==> config.mk <==
export PLATFORM = sky130hd
export DESIGN_NAME = memory_unit
export DESIGN_NICKNAME = d
export VERILOG_FILES = /design/src/rtl/cpu_pkg.sv /design/src/rtl/ram_array.sv /design/src/rtl/memory_unit.sv
export SDC_FILE = /design/constraint.sdc
export NUM_CORES = 1
export LEC_CHECK = 0
export BUFFER_PORTS_ARGS = -buffer_cell sky130_fd_sc_hd__buf_4
export CAP_MARGIN = 20
export CORE_UTILIZATION = 56
export CTS_BUF_LIST = sky130_fd_sc_hd__clkbuf_2
export DETAILED_ROUTE_END_ITERATION = 10
export PLACE_DENSITY = 0.75
export SLEW_MARGIN = 20
export SYNTH_ARGS = -nofsm -noshare
export SYNTH_HDL_FRONTEND = slang
export SYNTH_SLANG_ARGS = --single-unit
==> constraint.sdc <==
create_clock -name clk -period 2.4 [get_ports clk]
set_clock_uncertainty 0.1 [all_clocks]
set_input_delay 0.48 -clock clk [delete_from_list [all_inputs] [get_ports clk]]
set_output_delay 0.48 -clock clk [all_outputs]
set_load 0.1 [all_outputs]
==> src/rtl/cpu_pkg.sv <==
// cpu_pkg: shared widths, memory-unit state encoding and opcode constants
package cpu_pkg;
    localparam int ADDR_W    = 4;
    localparam int DATA_W    = 8;
    localparam int MEM_DEPTH = 1 << ADDR_W;
    typedef enum logic [1:0] {CLEAR, RUN, PROG, DONE} mem_state_t;
    localparam logic [3:0] LDA = 4'h1;
    localparam logic [3:0] ADD = 4'h2;
    localparam logic [3:0] SUB = 4'h3;
    localparam logic [3:0] OUT = 4'hE;
    localparam logic [3:0] HLT = 4'hF;
endpackage

==> src/rtl/ram_array.sv <==
// ram_array: storage with one synchronous write port and one asynchronous read port
module ram_array #(
    parameter int ADDR_W = cpu_pkg::ADDR_W,
    parameter int DATA_W = cpu_pkg::DATA_W
) (
    input  logic              clk,
    input  logic              we,
    input  logic [ADDR_W-1:0] waddr,
    input  logic [DATA_W-1:0] wdata,
    input  logic [ADDR_W-1:0] raddr,
    output logic [DATA_W-1:0] rdata
);
    logic [DATA_W-1:0] mem [2**ADDR_W];
    always_ff @(posedge clk)
        if (we) mem[waddr] <= wdata;
    assign rdata = mem[raddr];
endmodule

==> src/rtl/memory_unit.sv <==
// memory_unit: MAR plus program/data RAM with post-reset clear and host program loading
module memory_unit #(
    parameter int ADDR_W = cpu_pkg::ADDR_W,
    parameter int DATA_W = cpu_pkg::DATA_W
) (
    input  logic              clk,
    input  logic              rst_n,
    input  logic [DATA_W-1:0] bus_in,
    input  logic              mar_load,
    input  logic              ram_out,
    output logic [DATA_W-1:0] ram_dout,
    input  logic              prog_mode,
    input  logic              prog_valid,
    input  logic [DATA_W-1:0] prog_data,
    output logic              prog_ready,
    output logic              prog_done,
    output logic              cpu_stall,
    output logic [ADDR_W-1:0] mar_q
);
    import cpu_pkg::*;
    localparam logic [ADDR_W-1:0] LAST = {ADDR_W{1'b1}};
    mem_state_t        state_q, state_d;
    logic [ADDR_W-1:0] wptr_q, wptr_d, mar_d;
    logic              we;
    logic [DATA_W-1:0] wdata, rdata;
    logic              unused_bus;
    assign unused_bus = ^bus_in[DATA_W-1:ADDR_W];
    always_comb begin
        state_d = state_q;
        mar_d   = mar_q;
        wptr_d  = wptr_q;
        we      = 1'b0;
        wdata   = '0;
        case (state_q)
            CLEAR: begin
                we     = 1'b1;
                wptr_d = wptr_q + 1'b1;
                if (wptr_q == LAST) state_d = RUN;
            end
            RUN: begin
                if (mar_load) mar_d = bus_in[ADDR_W-1:0];
                if (prog_mode) begin
                    state_d = PROG;
                    wptr_d  = '0;
                end
            end
            PROG: begin
                if (prog_valid) begin
                    we     = 1'b1;
                    wdata  = prog_data;
                    wptr_d = wptr_q + 1'b1;
                    if (wptr_q == LAST) state_d = DONE;
                end
                // abort wins over completion; the byte in flight is still written
                if (!prog_mode) begin
                    state_d = RUN;
                    wptr_d  = '0;
                    mar_d   = '0;
                end
            end
            DONE: begin
                if (!prog_mode) begin
                    state_d = RUN;
                    mar_d   = '0;
                end
            end
        endcase
    end
    always_ff @(posedge clk or negedge rst_n) begin
        if (!rst_n) begin
            state_q <= CLEAR;
            mar_q   <= '0;
            wptr_q  <= '0;
        end else begin
            state_q <= state_d;
            mar_q   <= mar_d;
            wptr_q  <= wptr_d;
        end
    end
    ram_array #(.ADDR_W(ADDR_W), .DATA_W(DATA_W)) u_ram (
        .clk   (clk),
        .we    (we),
        .waddr (wptr_q),
        .wdata (wdata),
        .raddr (mar_q),
        .rdata (rdata)
    );
    assign cpu_stall  = state_q != RUN;
    assign prog_ready = state_q == PROG;
    assign prog_done  = state_q == DONE;
    assign ram_dout   = (state_q == RUN && ram_out) ? rdata : '0;
endmodule
== Word-level counts from Yosys, hierarchy flattened ==
Memory sizes are Yosys's and may differ from the RTL's.
Index checks and enable logic that the tools add are counted.

* Input bits: 22
* Memories kept: 1
* RAM bits: 128
* Output and inout bits: 15
* Word-level logic and storage cells: 46
* Register bits after elaboration: 10

{| class="wikitable"
|+ Memory list
! memory !! words !! width !! rd ports !! clocked after Yosys merged registers in !! wr ports !! RTL line !! source
|-
| u_ram.mem || 16 || 8 || 1 || 0 || 1 || ram_array.sv:13 || <nowiki>logic [DATA_W-1:0] mem [2**ADDR_W];</nowiki>
|}

* Mux-type cells: 21
* Reductions and logical operators: 8
* Equality and inequality tests: 12
* $add $sub $neg: 1

{| class="wikitable"
|+ Operators by type and width
! kind !! count
|-
| 8-bit 2-to-1 mux || 3
|-
| 4-bit 2-to-1 mux || 5
|-
| 2-bit 2-to-1 mux || 6
|-
| 4-bit one-hot mux with 3 select lines || 1
|-
| 2-bit inequality test, second input constant || 5
|-
| 2-bit one-hot mux with 4 select lines || 1
|-
| 4-bit one-hot mux with 2 select lines || 1
|-
| 3-bit AND reduction || 2
|-
| 5-bit AND reduction || 1
|-
| 4-bit by 1-bit adder with 4-bit output, second input constant || 1
|-
| 2-bit equality test, second input constant || 2
|-
| 4-bit equality test, second input constant || 1
|-
| 1-bit 2-to-1 mux || 3
|-
| 3-bit by 2-bit inequality test with 1-bit output, second input constant || 1
|-
| 3-bit inequality test, second input constant || 1
|-
| 3-bit nonzero test || 1
|-
| 2-bit by 1-bit equality test with 1-bit output, second input constant || 1
|-
| 2-bit logical NOT || 1
|-
| 2-bit by 1-bit inequality test with 1-bit output, second input constant || 1
|-
| 1-bit one-hot mux with 2 select lines || 1
|-
| 2-bit nonzero test || 1
|-
| 2-bit OR reduction || 1
|-
| 1-bit logical AND || 1
|}

== Depth between registers and ports, before layout ==
* Depth after elaboration: 5
* Depth in mapped cells: 7
* Gate-level depth less buffers: 6

== Hierarchy ==
A second synthesis with hierarchy kept.

* Cells, all modules: 299
* Area total of the unflattened synthesis: 5706.7 µm²

{| class="wikitable"
|+ By module, submodules not included
! module !! instances !! area an instance (µm²) !! cells each
|-
| ram_array || 1 || 4987.3 || 221
|-
| memory_unit || 1 || 719.4 || 78
|}

== Worst setup path after synthesis ==
Ideal clock, no wire load.

* Kind: register -> output
* Start: register mar_q[2]
* End: output port ram_dout[4]
* Arrival: 3822 ps
* Data required time: 1820 ps
* Setup slack: -2002 ps
* Stages on the path, launching flop included: 6
* Path through: dfrtp_1 -> buf_2 -> buf_2 -> mux4_2 -> mux2i_1 -> o21ai_0

* Longest elaborated chain between the ends: 2

{| class="wikitable"
|+ RTL lines
! element !! RTL line !! source
|-
| from (decl) || memory_unit.sv:18 || <nowiki>output logic [ADDR_W-1:0] mar_q</nowiki>
|-
| from (signal assigned) || memory_unit.sv:76 || <nowiki>mar_q <= mar_d;</nowiki>
|-
| memory 16 x 8 bit || - ||
|-
| 8-bit 2-to-1 mux || memory_unit.sv:91 || <nowiki>assign ram_dout = (state_q == RUN && ram_out) ? rdata : '0;</nowiki>
|-
| to (decl) || memory_unit.sv:11 || <nowiki>output logic [DATA_W-1:0] ram_dout,</nowiki>
|}

No other way between the ends.

== Worst setup path in the final report ==
* Start: register mar_q[0]
* End: output port ram_dout[6]

The elaborated chain is that of the path after synthesis.

==> impl_metrics.py <==
metrics = {
    "drt": {
        "vias": 3250,
        "finalWirelength_um": 11900,
        "drt-initial-drc-count": 239,
        "viasPerCell": 5.87,
        "drc": 0,
        "drt-pass1-iter-count": 5,
        "wl_per_cell_um": 21.6,
        "ant_nets": 0,
    },
    "sta": {
        "tightest_slew_ns": 0.673,
        "final.setup.worst_slack_ns": -0.646,
        "setup_viol": 8,
        "fin_setup_tns_ns": -5.03,
        "slew_violations": 0,
        "slew-limit-headroom_pct": 55.1,
        "fin_crit_sh_pct": 127,
        "timing.fmax_mhz": 328,
        "post-route-min-period_ns": 3.05,
        "hold_viol_final": 0,
        "rsz0062_at_grt": "true",
    },
    "worst_setup_path": {
        "cp.arrival_ns": 2.47,
        "crit_path_end_kind": "output port",
        "path_max_fanout": 10,
        "crit_chain": "buf_12, mux4_2, mux2i_1, buf_4, o21ai_4, buf_12",
        "cp_top_family": "multiplexers",
        "cpPeakStageDelay_ns": 0.54,
        "critical_path_class": "reg2out",
        "crit_path_start_kind": "flip-flop",
        "slowest_stage": "dfrtp_4",
        "crit_required_ns": 1.82,
        "cp_common_cell": "buf_12",
        "path_buf_inv": 3,
    },
    "floorplanning": {
        "start_util_pct": 58.2,
        "die_w_um": 103,
        "fp-row-count": 36,
        "die_h_um": 103,
        "dieArea_mm2": 0.0106,
        "core_area_mm2": 0.00982,
        "io_pins": 37,
    },
    "pwr": {
        "fin_total_pwr_mw": 8.25,
        "cellLeakagePower_nw": 2.58,
        "irDropWorstVdd_mv": 1.10,
        "power_density_mw_per_mm2": 1150,
    },
    "synth": {
        "synth_nets": 342,
        "syn_inst": 311,
        "ys_seq_area_share_pct": 71.7,
        "synth_seq_cells": 138,
        "yosys_warnings": 0,
        "synth.distinct_cells": 35,
        "netlist_area_mm2": 0.00571,
        "synth_area_per_cell_um2": 18.4,
    },
    "finish": {
        "syn_to_final_growth_pct": 25.1,
        "regArea_mm2": 0.00410,
        "fillerInstances": 606,
        "finish.utilization_pct": 72.8,
        "diodes": 0,
        "nNetsFinal": 439,
        "drive_above_1_share_pct": 43.0,
        "multi_input_area_mm2": 0.00171,
    },
    "status": {
        "violations": "setup timing",
        "outcome": "finished, violations left",
    },
    "clock_tree": {
        "htree_levels": 4,
        "worstSkewPairLatency_ns": 0.69,
        "clock_sinks": 138,
        "cts_buffers": 17,
        "root_buffer": "clkbuf_2",
        "cts_tree": "done",
        "cts_buffer_depth": 2,
        "clkTransAtPathRegs_ns": 0.20,
    },
    "placement": {
        "dp.final_hpwl_um": 7680,
        "portBuffers": 32,
        "place_congestion": 0.799,
    },
    "grt": {
        "track_usage_pct": 25.3,
        "grt_pass1_vias": 3251,
        "antenna_found_initial": 0,
        "grt_overflow": 0,
        "grt_pass1_wl_um": 17900,
        "grt_max_degree": 17,
    },
    "run": {
        "drv_cap": 0,
    },
    "hold_path": {
        "worstHoldPathType": "in2reg",
    },
}
[cell usage after synthesis (all sizes together)]
library cell	count	share of area (%)
nand3b	1	0.13
a22o	4	0.61
nor2	14	0.92
a21o	1	0.13
o2bb2ai	1	0.15
o21a	1	0.13
edfxtp	128	67
inv	8	0.53
dfrtp	10	4.4
a31oi	1	0.11
a21oi	1	0.088
buf	10	1.7
a2111oi	1	0.48
a21boi	1	0.13
o21ai	18	1.6
nand2b	3	0.33
a221oi	8	1.3
nor2b	4	0.44
mux2i	28	4.9
a211oi	2	0.35
nand3	4	0.35
ha	9	2.0
clkbuf	3	0.20
and3	8	0.88
mux4	24	9.5
nor3	6	0.61
nand2	12	0.79
[registers in the layout (all words and copies together) (netlist names)]
| register | flops |
|---|---|
| u_ram.mem | 128 |
| mar_q | 4 |
| wptr_q | 4 |
| state_q | 2 |
[area by class of cell]
cell class	instances	share of cell area, %
clock buffer	18	1.26
clock inverter	14	2.10
inverter	8	0.525
multi-input combinational	152	23.9
sequential	138	57.4
tap	133	2.33
timing repair buffer	91	12.4
[layer usage]
| layer | up-vias | share of wire, % | wire, um | global-route usage (%) |
|---|---|---|---|---|
| met5 | - | 0 | 0 | 0 |
| met1 | 1635 | 40 | 4830 | 33.9 |
| met2 | 150 | 50 | 5960 | 39.5 |
| met3 | 19 | 7.5 | 892 | 8.54 |
| li1 | 1446 | - | - | - |
| met4 | 0 | 2.1 | 256 | 8.56 |
[power breakdown]
part	internal [mW]	leakage, nW	total (mW)	switching, mW
registers	2.90	1.34	3.06	0.158
logic	1.60	1.11	3.89	2.30
clock network	0.481	0.129	1.30	0.815
[cells by family (layout without fill, tap and decap cells)]
logic type | count (synthesis) | in the layout | share of synthesized area, %
buf+inv | 21 | 131 | 2.43
compound gates | 39 | 39 | 5.10
simple gates | 52 | 52 | 4.45
flops | 138 | 138 | 71.7
fa+ha+maj | 9 | 9 | 1.97
mux | 52 | 52 | 14.4
[through the flow]
step           cells  hold slack (ns)  instance area (um2)  setup slack [ns]
3_3_place_gp     509            0.215                 6490            0.0310
4_1_cts          551            0.104                 7020            -0.746
5_1_grt          554            0.105                 7150            -0.812
3_5_place_dp     509            0.218                 6490           -0.0165
6_report         554            0.184                 7150            -0.646
2_1_floorplan    311           0.0844                 5840            -0.114
[worst paths after layout]
path	startpoint	to	slack, ns	cells past startpoint
max	mar_q[0]$_DFFE_PN0P_	ram_dout[6]	-0.65	6
min	mar_load	mar_q[2]$_DFFE_PN0P_	0.18	4
max reg2reg	state_q[0]$_DFFE_PN0P_	u_ram.mem[1][6]$_DFFE_PP_	0.28	7
min reg2reg	mar_q[2]$_DFFE_PN0P_	mar_q[2]$_DFFE_PN0P_	0.57	1
max in group asynchronous	rst_n	mar_q[0]$_DFFE_PN0P_	1.15	3
min in group asynchronous	rst_n	mar_q[2]$_DFFE_PN0P_	0.69	3
[placed cells by master (no fill, tap or decap), types with 2 or more instances in the layout]
master / n
nor2_1: 14
nor2b_1: 3
ha_4: 2
buf_4: 65
ha_1: 6
o21ai_1: 4
buf_12: 13
dfrtp_2: 2
nor3_1: 5
nand2_1: 12
dfrtp_1: 6
bufinv_16: 2
buf_6: 5
clkinvlp_4: 6
a221oi_2: 8
mux2i_1: 24
o21ai_4: 8
dfrtp_4: 2
and3_1: 8
mux4_2: 24
clkinv_4: 3
mux2i_2: 2
clkinv_2: 2
mux2i_4: 2
clkbuf_2: 18
edfxtp_1: 128
inv_6: 2
nand3_1: 3
o21ai_2: 6
nand2b_1: 3
a22o_1: 4
inv_1: 5
dlygate4sd3_1: 7
[what timing repair did]
action,CTS,global route
endpoints found under the hold margin,15,0
buffers inserted,3,3
hold buffers,7,0
pin swaps,2,0
resized for setup,50,20
endpoints found under the setup margin,11,13
[worst min-delay path: cells and delay by family]
family,cells,cell delay [ns]
AO/OA/AOI/OAI,2,0.31
buffers and inverters,2,0.18
No activity file was read; power rests on OpenSTA's default activity.
